<file path="src/rtl/alu_mc_if.sv">
// ---------------------------------------------------------------------------
// alu_mc_if : instruction handshake and ALU-control bundle for alu_mc_ctrl.
//
// Purpose : groups the instruction handshake (instr_valid / instr /
//           instr_ready) with the control outputs that feed the ALU control
//           decoder and the datapath strobes.
// Modports:
//   master : instruction source / control consumer (drives instr_valid, instr)
//   slave  : alu_mc_ctrl (drives instr_ready, alu_op, func_code, strobes,
//            done, illegal, retired_cnt)
// Parameters: XLEN (instruction width, 32 only), CNT_W (retired counter width)
// ---------------------------------------------------------------------------
interface alu_mc_if #(
  parameter int XLEN  = 32,
  parameter int CNT_W = 16
) ();
  logic             instr_valid;
  logic [XLEN-1:0]  instr;
  logic             instr_ready;
  logic [1:0]       alu_op;
  logic [9:0]       func_code;
  logic             alu_src_imm;
  logic             mem_rd;
  logic             mem_wr;
  logic             reg_wr;
  logic             done;
  logic             illegal;
  logic [CNT_W-1:0] retired_cnt;

  modport master (
    output instr_valid, instr,
    input  instr_ready, alu_op, func_code, alu_src_imm,
           mem_rd, mem_wr, reg_wr, done, illegal, retired_cnt
  );

  modport slave (
    input  instr_valid, instr,
    output instr_ready, alu_op, func_code, alu_src_imm,
           mem_rd, mem_wr, reg_wr, done, illegal, retired_cnt
  );
endinterface

</file>
<file path="src/rtl/alu_mc_ctrl.sv">
// ---------------------------------------------------------------------------
// alu_mc_ctrl : multi-cycle main control FSM in front of the ALU control
//               decoder.
//
// Takes one RISC-V instruction at a time over a valid/ready handshake and
// walks it through DECODE, EXEC, MEM and WB. alu_op and func_code are
// registered when leaving DECODE and held until the next instruction's
// decode, so the combinational ALU control decoder downstream sees stable
// inputs for the whole instruction.
//
// Ports:
//   clk   : system clock, rising edge
//   rst_n : asynchronous active-low reset
//   bus   : alu_mc_if.slave
//           instr_valid/instr in, instr_ready out (high only in IDLE),
//           alu_op, func_code, alu_src_imm, mem_rd, mem_wr, reg_wr,
//           done, illegal, retired_cnt out (all registered)
//
// Optional feature macro: ALU_MC_PERF_CNT_EN
//   defined   -> retired_cnt is a saturating count of done pulses
//   undefined -> retired_cnt is tied to zero, no counter flops
// ---------------------------------------------------------------------------
module alu_mc_ctrl #(
  parameter int XLEN  = 32,
  parameter int CNT_W = 16
) (
  input logic     clk,
  input logic     rst_n,
  alu_mc_if.slave bus
);

  localparam logic [6:0] OP_R     = 7'b0110011;
  localparam logic [6:0] OP_I     = 7'b0010011;
  localparam logic [6:0] OP_LOAD  = 7'b0000011;
  localparam logic [6:0] OP_STORE = 7'b0100011;
  localparam logic [6:0] OP_LUI   = 7'b0110111;
  localparam logic [6:0] OP_AUIPC = 7'b0010111;

  typedef enum logic [2:0] {
    S_IDLE   = 3'd0,
    S_DECODE = 3'd1,
    S_EXEC   = 3'd2,
    S_MEM    = 3'd3,
    S_WB     = 3'd4,
    S_ERR    = 3'd5
  } state_t;

  // ALUOp class of an opcode; 2'b11 marks anything unsupported.
  function automatic logic [1:0] decode_alu_op(input logic [6:0] op);
    logic [1:0] res;
    case (op)
      OP_R:     res = 2'b10;
      OP_I:     res = 2'b01;
      OP_LOAD,
      OP_STORE,
      OP_LUI,
      OP_AUIPC: res = 2'b00;
      default:  res = 2'b11;
    endcase
    return res;
  endfunction

  state_t     state_q, state_d;
  logic [6:0] opcode_q, opcode_d;
  logic [9:0] funct_buf_q, funct_buf_d;
  logic [1:0] alu_op_q, alu_op_d;
  logic [9:0] func_code_q, func_code_d;
  logic       alu_src_imm_q, alu_src_imm_d;
  logic       ready_q, ready_d;
  logic       mem_rd_q, mem_rd_d;
  logic       mem_wr_q, mem_wr_d;
  logic       reg_wr_q, reg_wr_d;
  logic       done_q, done_d;
  logic       illegal_q, illegal_d;

  logic       hs_s;
  logic       is_load_s;
  logic       is_store_s;
  logic       legal_s;

  assign hs_s       = (state_q == S_IDLE) && bus.instr_valid;
  assign is_load_s  = (opcode_q == OP_LOAD);
  assign is_store_s = (opcode_q == OP_STORE);
  assign legal_s    = (decode_alu_op(opcode_q) != 2'b11);

  // Next-state logic: sequence the captured instruction through its phases.
  always_comb begin
    state_d = state_q;
    case (state_q)
      S_IDLE: begin
        if (bus.instr_valid) state_d = S_DECODE;
        else                 state_d = S_IDLE;
      end
      S_DECODE: begin
        if (legal_s) state_d = S_EXEC;
        else         state_d = S_ERR;
      end
      S_EXEC: begin
        if (is_load_s || is_store_s) state_d = S_MEM;
        else                         state_d = S_WB;
      end
      S_MEM: begin
        // Stores finish in MEM; loads still need a writeback.
        if (is_load_s) state_d = S_WB;
        else           state_d = S_IDLE;
      end
      S_WB:    state_d = S_IDLE;
      S_ERR:   state_d = S_IDLE;
      default: state_d = S_IDLE;
    endcase
  end

  // Capture and decode: latch the instruction fields at the handshake and
  // load the ALU decoder inputs only when leaving DECODE, then hold them.
  always_comb begin
    opcode_d      = opcode_q;
    funct_buf_d   = funct_buf_q;
    alu_op_d      = alu_op_q;
    func_code_d   = func_code_q;
    alu_src_imm_d = alu_src_imm_q;
    if (hs_s) begin
      opcode_d    = bus.instr[6:0];
      funct_buf_d = {bus.instr[XLEN-1 -: 7], bus.instr[14:12]};
    end else begin
      opcode_d    = opcode_q;
      funct_buf_d = funct_buf_q;
    end
    if (state_q == S_DECODE) begin
      alu_op_d      = decode_alu_op(opcode_q);
      func_code_d   = funct_buf_q;
      alu_src_imm_d = (opcode_q != OP_R);
    end else begin
      alu_op_d      = alu_op_q;
      func_code_d   = func_code_q;
      alu_src_imm_d = alu_src_imm_q;
    end
  end

  // Moore strobes, computed from the next state so they can be registered
  // and still line up with the state they belong to.
  always_comb begin
    ready_d   = (state_d == S_IDLE);
    mem_rd_d  = (state_d == S_MEM) && is_load_s;
    mem_wr_d  = (state_d == S_MEM) && is_store_s;
    reg_wr_d  = (state_d == S_WB);
    done_d    = (state_d == S_WB) || ((state_d == S_MEM) && is_store_s);
    illegal_d = (state_d == S_ERR);
  end

  // State, captured instruction fields and registered outputs.
  always_ff @(posedge clk or negedge rst_n) begin
    if (!rst_n) begin
      state_q       <= S_IDLE;
      opcode_q      <= 7'd0;
      funct_buf_q   <= 10'd0;
      alu_op_q      <= 2'b00;
      func_code_q   <= 10'd0;
      alu_src_imm_q <= 1'b0;
      ready_q       <= 1'b1;
      mem_rd_q      <= 1'b0;
      mem_wr_q      <= 1'b0;
      reg_wr_q      <= 1'b0;
      done_q        <= 1'b0;
      illegal_q     <= 1'b0;
    end else begin
      state_q       <= state_d;
      opcode_q      <= opcode_d;
      funct_buf_q   <= funct_buf_d;
      alu_op_q      <= alu_op_d;
      func_code_q   <= func_code_d;
      alu_src_imm_q <= alu_src_imm_d;
      ready_q       <= ready_d;
      mem_rd_q      <= mem_rd_d;
      mem_wr_q      <= mem_wr_d;
      reg_wr_q      <= reg_wr_d;
      done_q        <= done_d;
      illegal_q     <= illegal_d;
    end
  end

  assign bus.instr_ready = ready_q;
  assign bus.alu_op      = alu_op_q;
  assign bus.func_code   = func_code_q;
  assign bus.alu_src_imm = alu_src_imm_q;
  assign bus.mem_rd      = mem_rd_q;
  assign bus.mem_wr      = mem_wr_q;
  assign bus.reg_wr      = reg_wr_q;
  assign bus.done        = done_q;
  assign bus.illegal     = illegal_q;

`ifdef ALU_MC_PERF_CNT_EN
  logic [CNT_W-1:0] cnt_q, cnt_d;

  // Retire counter: counts each done cycle, sticks at all-ones.
  always_comb begin
    cnt_d = cnt_q;
    if (done_q && (cnt_q != {CNT_W{1'b1}})) begin
      cnt_d = cnt_q + {{(CNT_W-1){1'b0}}, 1'b1};
    end else begin
      cnt_d = cnt_q;
    end
  end

  // Retire counter register.
  always_ff @(posedge clk or negedge rst_n) begin
    if (!rst_n) begin
      cnt_q <= {CNT_W{1'b0}};
    end else begin
      cnt_q <= cnt_d;
    end
  end

  assign bus.retired_cnt = cnt_q;
`else
  assign bus.retired_cnt = {CNT_W{1'b0}};
`endif

endmodule

</file>
<file path="src/flat_wrapper.sv">
// flat-port wrapper written by rule: the top's interface ports become plain ports
module alu_mc_ctrl_flat 
#(
  parameter int XLEN  = 32,
  parameter int CNT_W = 16
)
  (clk, rst_n, bus_instr_valid, bus_instr, bus_instr_ready, bus_alu_op, bus_func_code, bus_alu_src_imm, bus_mem_rd, bus_mem_wr, bus_reg_wr, bus_done, bus_illegal, bus_retired_cnt);
  alu_mc_if #(.XLEN(XLEN), .CNT_W(CNT_W)) bus_i ();
  input logic clk;
  input logic rst_n;
  input wire logic [$bits(bus_i.instr_valid)-1:0] bus_instr_valid;
  input wire logic [$bits(bus_i.instr)-1:0] bus_instr;
  output wire logic [$bits(bus_i.instr_ready)-1:0] bus_instr_ready;
  output wire logic [$bits(bus_i.alu_op)-1:0] bus_alu_op;
  output wire logic [$bits(bus_i.func_code)-1:0] bus_func_code;
  output wire logic [$bits(bus_i.alu_src_imm)-1:0] bus_alu_src_imm;
  output wire logic [$bits(bus_i.mem_rd)-1:0] bus_mem_rd;
  output wire logic [$bits(bus_i.mem_wr)-1:0] bus_mem_wr;
  output wire logic [$bits(bus_i.reg_wr)-1:0] bus_reg_wr;
  output wire logic [$bits(bus_i.done)-1:0] bus_done;
  output wire logic [$bits(bus_i.illegal)-1:0] bus_illegal;
  output wire logic [$bits(bus_i.retired_cnt)-1:0] bus_retired_cnt;
  assign bus_i.instr_valid = bus_instr_valid;
  assign bus_i.instr = bus_instr;
  assign bus_instr_ready = bus_i.instr_ready;
  assign bus_alu_op = bus_i.alu_op;
  assign bus_func_code = bus_i.func_code;
  assign bus_alu_src_imm = bus_i.alu_src_imm;
  assign bus_mem_rd = bus_i.mem_rd;
  assign bus_mem_wr = bus_i.mem_wr;
  assign bus_reg_wr = bus_i.reg_wr;
  assign bus_done = bus_i.done;
  assign bus_illegal = bus_i.illegal;
  assign bus_retired_cnt = bus_i.retired_cnt;
  alu_mc_ctrl #(.XLEN(XLEN), .CNT_W(CNT_W)) u_core (.clk(clk), .rst_n(rst_n), .bus(bus_i));
endmodule
</file>
<file path="config.mk">
export PLATFORM = sky130hd
export DESIGN_NAME = alu_mc_ctrl_flat
export DESIGN_NICKNAME = d
export VERILOG_FILES = /design/src/rtl/alu_mc_if.sv /design/src/rtl/alu_mc_ctrl.sv /design/src/flat_wrapper.sv
export SDC_FILE = /design/constraint.sdc
export NUM_CORES = 1
export LEC_CHECK = 0
export BUFFER_PORTS_ARGS = -buffer_cell sky130_fd_sc_hd__buf_2
export CAP_MARGIN = 10
export CORE_AREA = 2 2 64 66
export CTS_CLUSTER_DIAMETER = 40
export DETAILED_ROUTE_END_ITERATION = 10
export DIE_AREA = 0 0 66 68
export MAX_ROUTING_LAYER = met4
export PLACE_DENSITY = 0.76
export SYNTH_ARGS = -nofsm -noshare
export SYNTH_HDL_FRONTEND = slang
export SYNTH_SLANG_ARGS = --single-unit
</file>
<file path="constraint.sdc">
create_clock -name clk -period 1.9 [get_ports clk]
set_input_delay 0 -clock clk [delete_from_list [all_inputs] [get_ports clk]]
set_output_delay 0 -clock clk [all_outputs]
set_load 0.05 [all_outputs]
</file>
==> results of run 1 <==
-- worst paths after layout --
path	endpoint	slack, ps
hold / removal	u_core.state_q[0]	140
hold reg to reg	u_core.funct_buf_q[5]	500
min in group asynchronous	u_core.funct_buf_q[6]	350
setup reg to reg	u_core.funct_buf_q[8]	310
setup / recovery	u_core.funct_buf_q[8]	310
max in group asynchronous	u_core.bus.alu_op[0]	1030
-- power by group through the flow --
stage | sequential [mW] | combinational, mW | clock (mW)
3_5_place_dp | 1.48 | 1.59 | 0
5_1_grt | 1.52 | 1.72 | 0.577
6_report | 1.47 | 1.61 | 0.518
4_1_cts | 1.46 | 1.62 | 0.534
3_3_place_gp | 1.45 | 1.54 | 0
2_1_floorplan | 1.90 | 0.885 | 0
-- Yosys cell counts, types with 2 or more instances --
master	number	area share, %
sky130_fd_sc_hd__nand2b_1	2	0.72
sky130_fd_sc_hd__a311o_1	2	1.2
sky130_fd_sc_hd__mux2_2	26	17
sky130_fd_sc_hd__nor2_1	7	1.5
sky130_fd_sc_hd__nand2_1	3	0.65
sky130_fd_sc_hd__buf_2	2	0.58
sky130_fd_sc_hd__nand4b_1	2	1.0
sky130_fd_sc_hd__a21oi_1	3	0.87
sky130_fd_sc_hd__o21ai_0	2	0.58
sky130_fd_sc_hd__or3_1	2	0.72
sky130_fd_sc_hd__nor3_1	2	0.58
sky130_fd_sc_hd__dfrtp_1	38	55
sky130_fd_sc_hd__nand3b_1	2	0.87
sky130_fd_sc_hd__buf_4	16	6.9
sky130_fd_sc_hd__a31oi_1	2	0.72
sky130_fd_sc_hd__buf_6	3	2.0
-- kinds of logic after synthesis --
| kind of cell | count (synthesis) |
|---|---|
| flip-flops | 39 |
| AND/OR/NAND/NOR | 30 |
| multiplexers | 26 |
| buffers and inverters | 22 |
| AO/OA/AOI/OAI | 11 |
| other | 1 |
-- final cells by class --
cell class	count	area, um^2
sequential	39	977
fill	322	1710
clock buffer	7	76.3
multi-input combinational	83	641
tap	50	62.6
timing repair buffer	57	378
inverter	1	3.75
clock inverter	1	5.00
-- metal layers --
| layer | routed length [um] | part of all wire, % | track usage, % |
|---|---|---|---|
| met1 | 1290 | 41 | 17.4 |
| met2 | 1630 | 52 | 26.6 |
| met3 | 167 | 5.3 | 4.61 |
| met4 | 42 | 1.3 | 9.18 |
| met5 | 0 | 0 | - |
-- worst register-to-register path: stages (launching register included) --
cell and delay [ps]:
sky130_fd_sc_hd__dfrtp_1 510, sky130_fd_sc_hd__nor4b_4 310, sky130_fd_sc_hd__buf_4 290, sky130_fd_sc_hd__mux2_2 370
-- sequential cells by signal, indices dropped and copies added (netlist names) --
signal	cells
u_core.bus.alu_op	2
u_core.bus.alu_src_imm	1
u_core.bus.done	1
u_core.bus.func_code	10
u_core.bus.illegal	1
u_core.bus.instr_ready	1
u_core.bus.mem_rd	1
u_core.bus.mem_wr	1
u_core.bus.reg_wr	1
u_core.funct_buf_q	10
u_core.opcode_q	7
u_core.state_q	3
-- metrics by stage --
step	hold slack, ps	instances	setup WS, ps
after floorplan	-296	144	262
after global placement	117	212	368
after detailed placement	141	212	344
after CTS	120	238	325
after global routing	142	238	233
final	137	238	309
-- placed cells by master, fill, tap and decap left out --
cell type	instances
sky130_fd_sc_hd__a21bo_2	1
sky130_fd_sc_hd__a21oi_1	3
sky130_fd_sc_hd__a311o_1	2
sky130_fd_sc_hd__a31oi_1	2
sky130_fd_sc_hd__and4bb_2	1
sky130_fd_sc_hd__buf_2	38
sky130_fd_sc_hd__buf_4	1
sky130_fd_sc_hd__clkbuf_1	2
sky130_fd_sc_hd__clkbuf_8	5
sky130_fd_sc_hd__clkinv_2	1
sky130_fd_sc_hd__conb_1	16
sky130_fd_sc_hd__dfrtp_1	38
sky130_fd_sc_hd__dfstp_2	1
sky130_fd_sc_hd__dlygate4sd3_1	18
sky130_fd_sc_hd__inv_1	1
sky130_fd_sc_hd__mux2_2	26
sky130_fd_sc_hd__nand2_1	3
sky130_fd_sc_hd__nand2b_1	2
sky130_fd_sc_hd__nand3b_1	2
sky130_fd_sc_hd__nand4b_1	2
sky130_fd_sc_hd__nand4bb_1	1
sky130_fd_sc_hd__nor2_1	7
sky130_fd_sc_hd__nor3_1	2
sky130_fd_sc_hd__nor3b_1	1
sky130_fd_sc_hd__nor3b_2	1
sky130_fd_sc_hd__nor4_1	1
sky130_fd_sc_hd__nor4b_1	1
sky130_fd_sc_hd__nor4b_4	1
sky130_fd_sc_hd__o211ai_1	1
sky130_fd_sc_hd__o21ai_0	2
sky130_fd_sc_hd__or2_2	1
sky130_fd_sc_hd__or3_1	2
sky130_fd_sc_hd__or3b_4	1
sky130_fd_sc_hd__or4_1	1
==> reports/results.txt, run 1 <==
The number of clock sinks came out at 39. The logs give 1.52 mW for the switching power and 5 for the total clock buffers created by CTS. Setup total negative slack on the finished layout was measured at 0 ps. The arrival time at the worst endpoint came out at 1760 ps. Yosys printed 0 warnings.

The share of the synthesized area in compound gates (AO/OA/AOI/OAI) is 4.34%, and the routed wirelength normalized by instance count is 13.2 um. Peak fanout along the critical path: 18. The tools report the critical path endpoint category as a flop. The floorplan step defined a die boundary enclosing 4490 um^2. After Yosys synthesis, and, or, nand and nor cells account for 12.3% of the synthesized area. The floorplan step set the die height to 68 um.

By area, the combinational part of the netlist is dominated by multiplexers. The later pin in the worst-skew pair is clocked with a latency of 290 ps. The tools report the initial antenna violation count as 0.

For this block, the initial DRC count from the detailed router was 22. The flow ran to the end, and the final reports show no timing, DRC or antenna violations. In this run the number of cells on the critical path is 3. Counting flops with a built-in enable in the synthesized netlist gives 0. The top cell family by delay on the critical path was flip-flops. The number of global-route vias before repair is 1143. Internal power comes to 2.08 mW. Dividing total power by cell area gives a power density of 1680 nW/um^2. Counting along the longest clock path gives a buffer depth of 2. The clock arrives with 3.03 ps of skew. The HPWL after detailed placement is 2150 um. The run gives 44.8% as the combinational group share of total power.

The tree is rooted in a sky130_fd_sc_hd__clkbuf_8. The number of unique standard cell types used by synthesis came out at 31. The class of the tightest hold or removal check is input pin to flop. The run gives 0 as the number of setup buffers added after CTS.

The tool flagged a number of max-cap violations equal to 0. The startpoint identified for the worst register-to-register timing path is u_core.state_q[2]. The cell depth of the worst hold path was 4. The number of buffer and inverter instances along the worst setup path was 1.

After detailed placement, the total cell area comes to 1880 um^2. The tools report the final count of hold timing violations as 0. In the routed layout, each cell is associated on average with a via count of 4.77. Synthesis inferred 39 register bits. The classification of the worst setup path was flop to flop. Net switching is 42.2% of the power.

The cell with the largest stage delay on the worst path is sky130_fd_sc_hd__dfrtp_1. The flip-flop cell with the highest count after synthesis was sky130_fd_sc_hd__dfrtp_1. For the total I/O pin count, the log shows 70.

The width of the die came out at 66 um. Setup violations remaining at the end of the flow were counted as 0. Post-CTS repair changed the size of 0 cells. For this configuration, the core starts out at a cell density of 44.8%. The final core utilization came out at 55.6%. Averaged over all synthesized cells, the footprint is 13.4 um^2. The pre-antenna-repair detailed-routing pass consisted of 4 iterations. STA puts the critical path data required time at 2070 ps.

The tools report the row count as 23. The number of routed nets with antenna violations is 0, and the maximum vdd drop is 0.000975 V. The H-tree generated during clock tree synthesis spans 2 levels. The largest single stage delay on the critical path is 510 ps. After Yosys synthesis, XOR and XNOR cells account for 0% of the synthesized area. The number of buffers inserted by port buffering works out to 38. The global route total overflow came out at 0. The count of pins over their slew limit is 0, and the post-synthesis instance total is 129. Final weighted congestion of routability-driven global placement: 0.758. Number of buffers inserted for hold repair after clock tree synthesis: 18.

Setup repair after global routing left no endpoint under its margin. Counting cells, the worst reg-to-reg path comes to 3. Summing every instance area after synthesis gives 1730 um^2. The clock network burns 14.4% of the power. The wire length reported by the detailed router is 3140 um, and the synthesis-to-finish area growth is 24.0%. The number of antenna cells inserted is 0, and the clock transition time at the flip-flop clock pins of the worst setup and hold paths is 70 ps. The run gives 44.2% as the worst slew margin relative to its limit.

Once layout is done, the placed cells without fillers occupy 2140 um^2. The tools report the element type at the critical path start as a flop. In the synthesized netlist, mux cells make up 16.9% of the area. The critical path starts at u_core.state_q[2].

For this run, design rule violations remaining after detail routing come to 0. The net count of the finished layout is 222. Post-route minimum period: 1590 ps.

TritonCTS built the clock tree. The via count came out at 1136. For the total routing usage reported by global routing, the log shows 16.0%. The startpoint identified for the worst hold timing path is bus_instr_valid. In the finished design, the share of the clock period the worst path needs comes to 83.7%. The sequential power share is 40.8%, and the share of flip-flops with an asynchronous set or reset after synthesis is 100%.

After Yosys synthesis, full adders, half adders and majority gates account for 0% of the synthesized area. In this run the static leakage power is 0.977 nW. The wire length of the first global-routing pass is 5030 um, and the actual transition at the worst max-transition pin is 838 ps. The largest net degree at the start of global routing was 40; the fraction of final layout cells with drive strength greater than 1 was 41.5%.

The maximum clock frequency was 0.628 GHz; the share of synthesized area occupied by flip-flops and latches was 56.5%. Walking the worst path, the cells encountered are nor4b_4 > buf_4 > mux2_2. The tools report the overall power consumption as 3.60 mW. The run gives 3860 um^2 as the area of the core region.
Power figures use the tool's default switching activity.
==> run 2, diff against run 1 <==
==> constraint.sdc (replaced) <==
create_clock -name clk -period 1.62 [get_ports clk]
set_input_delay 0 -clock clk [delete_from_list [all_inputs] [get_ports clk]]
set_output_delay 0 -clock clk [all_outputs]
set_load 0.05 [all_outputs]
==> run 2 against run 1 <==
Count of clock-buffer cells in the layout decreased by 1. Combinational power increased by 27%. Clock skew is 5.2 ps higher. Largest cell class unchanged. Via count up 1.5%. Highest routed layer unchanged. Critical endpoint is now u_core.bus.instr_ready. Utilization up 2.8 points. Largest power group unchanged.
==> reports/results.txt, run 2 (synthesized netlist as in run 1, its figures left out) <==
The power per cell area is 2030 nW/um^2 (+21%), and the worst slew margin relative to its limit is 45.3% (+1.1 points). For this design, the slowest cell found on the critical path is sky130_fd_sc_hd__dfrtp_1. The top cell types in the final layout, fill and taps aside, are sky130_fd_sc_hd__buf_2, sky130_fd_sc_hd__dfrtp_1, sky130_fd_sc_hd__mux2_2. The via count came out at 1153 (+1.5%). The final weighted congestion of routability-driven global placement came out at 0.740 (-2.4%). Clock latency on the worst-skew pair: 290 ps (about the same). Tracing the worst setup path back leads to its startpoint at u_core.opcode_q[4]. For the largest net degree at the start of global routing, the log shows 40 (unchanged).

The actual transition at the worst max-transition pin works out to 821 ps (-16.8 ps). Setup repair after global routing left no endpoint under its margin. Class of the tightest hold or removal check: input pin to flop. The clock transition time at the flip-flop clock pins of the worst setup and hold paths came out at 70 ps (about the same). The maximum vdd drop came out at 0.00127 V (+31%).

The layer flagged by global routing as most heavily used is met2. The maximum clock path buffer count was 2 (unchanged); the area of the die was 4490 um^2 (unchanged). Width of the die: 66 um (unchanged). The number of routed nets with antenna violations came out at 0 (unchanged). The run gives 4.28% (-0.33 points) as the routing usage on met3. The total routing usage reported by global routing came out at 16.5% (+0.44 points). The worst hold margin was 149 ps (+12.3 ps); the final worst slack was 80.5 ps (-228 ps). The delay contributed by the slowest stage of the critical path came out at 420 ps (-90 ps).

The element type at the critical path start was a flop. For the total DRC errors in the routed layout, the log shows 0 (unchanged). The global route total overflow came out at 0 (unchanged).

Walking the worst path, the cells encountered are or2_2 > or3_1 > a311o_1. The starting utilization of the core area is 44.8% (unchanged), and the post-route standard cell area excluding fillers is 2250 um^2 (+5.0%). The fraction of the cycle the final worst path needs is 95.0% (+11 points). The critical path endpoint category was a flop. The logs give 0 ps (unchanged) for the final total negative setup slack and 1186 (+3.8%) for the number of global-route vias before repair. For the count of routing violations after the opening detailed-route iteration, the log shows 38 (+73%). The tree is rooted in a sky130_fd_sc_hd__clkbuf_8. The number of buffer and inverter instances along the worst setup path came out at 0 (-1). From synthesis to final layout, the design area changed by 30.1%. The endpoint required time on the critical path is 1830 ps (-240 ps).

The final count of hold timing violations is 0 (unchanged). Layout net count: 227 (+2.3%). The startpoint identified for the worst hold timing path is bus_instr_valid. The via density per instance was 4.74 (-0.59%); the arrival time at the worst endpoint was 1750 ps (about the same).

The logs give 0 (unchanged) for the max-capacitance violation count and 8.23 ps (+5.20 ps) for the worst clock skew. The pre-CTS setup slack is 95.0 ps (-249 ps), and the wire length of the first global-routing pass is 5220 um (+3.7%). Row count: 23 (unchanged).

The run gives 70 (unchanged) as the total I/O pin count. The leakage dissipation was 1.03 nW (+5.3%); the number of instances in the placed design was 217 (+2.4%). The run gives 2 (unchanged) as the level count of the clock H-tree. The run gives 0 (unchanged) as the count of pins over their slew limit. The post-route minimum period was 1540 ps (-51.7 ps).

The number of buffers inserted by port buffering came out at 38 (unchanged). The initial antenna violation count was 0 (unchanged); the fraction of final layout cells with drive strength greater than 1 was 45.1% (+3.6 points). The final core utilization was 58.3% (+2.8 points). In this design, the largest share of critical-path delay is due to simple AND/OR/NAND/NOR gates. The run finished with clean final reports. The tools report the maximum clock frequency as 0.650 GHz (+3.4%).

The total clock buffers created by CTS is 5 (unchanged), and the placement-stage cell area is 1930 um^2 (+2.7%). The logs give 4.56 mW (+27%) for the overall power consumption and 2290 um (+6.4%) for the post-detailed-placement half-perimeter wirelength. The number of iterations in the first detailed-routing pass is 4 (unchanged), and the height of the chip is 68 um (unchanged).

TritonCTS built the clock tree. The final setup violation count is 0 (unchanged). The number of setup buffers added after CTS was 0 (unchanged).

The launching point of the worst reg2reg path was u_core.opcode_q[4]. The routed wirelength normalized by instance count was 13.5 um (+2.7%). The wire length reported by the detailed router was 3290 um (+4.8%). The peak fanout along the critical path was 5 (-13); the met2 layer usage reported by global route was 28.9% (+2.3 points). The final instance count without filler cells was 243 (+2.1%). The tools report the number of clock sinks as 39 (unchanged).

The tools report the area of the core region as 3860 um^2 (unchanged). The logs give 17.4% (about the same) for the met1 demand-to-capacity share in global routing and 0 (unchanged) for the number of antenna cells inserted. The classification of the worst setup path is flop to flop.
## run 2: changes by cell type in the layout (fill, tap and decap cells not counted), sizes merged
cell    change
buf         +5
clkbuf      -1
bufinv      +1
## run 2: where the power goes
| part | internal (mW) | switching, mW |
|---|---|---|
| combinational | 0.834 | 1.20 |
| clock | 0.498 | 0.319 |
| sequential | 1.41 | 0.296 |
| total | 2.74 | 1.82 |
## run 2: repair_timing
action,in CTS,in global routing
hold buffers,18,0
gates resized for setup,0,2
endpoints found under the setup margin,0,1
endpoints found under the hold margin,55,0
## run 2: area by class of cell
| cell class | instances | area [um^2] |
|---|---|---|
| clock buffers | 6 | 82.6 |
| multi-input cells | 83 | 661 |
| well taps | 50 | 62.6 |
| flip-flops and latches | 39 | 977 |
| clock inverters | 2 | 35.0 |
| inverters | 1 | 3.75 |
| repair buffers | 62 | 428 |
| fillers | 319 | 1610 |
## run 2: final timing paths
check,to,slack (ps),cells after the start
worst max-delay path,u_core.bus.instr_ready,80,3
worst min-delay path,u_core.bus.instr_ready,150,3
worst max register to register,u_core.bus.instr_ready,80,3
worst min register to register,u_core.bus.func_code[9],500,1
max in group asynchronous,u_core.state_q[1],770,2
min in group asynchronous,u_core.bus.func_code[3],340,2
## run 2: per-layer routing
| layer | up-vias | wire (um) |
|---|---|---|
| li1 | 549 | - |
| met1 | 561 | 1310 |
| met3 | 6 | 163 |
| met2 | 37 | 1770 |
| met5 | - | 0 |
| met4 | 0 | 54 |
## run 2: worst register-to-register path, cell delays in order (launching register included)
cell and delay (ps):
sky130_fd_sc_hd__dfrtp_1 420, sky130_fd_sc_hd__or2_2 330, sky130_fd_sc_hd__or3_1 350, sky130_fd_sc_hd__a311o_1 370
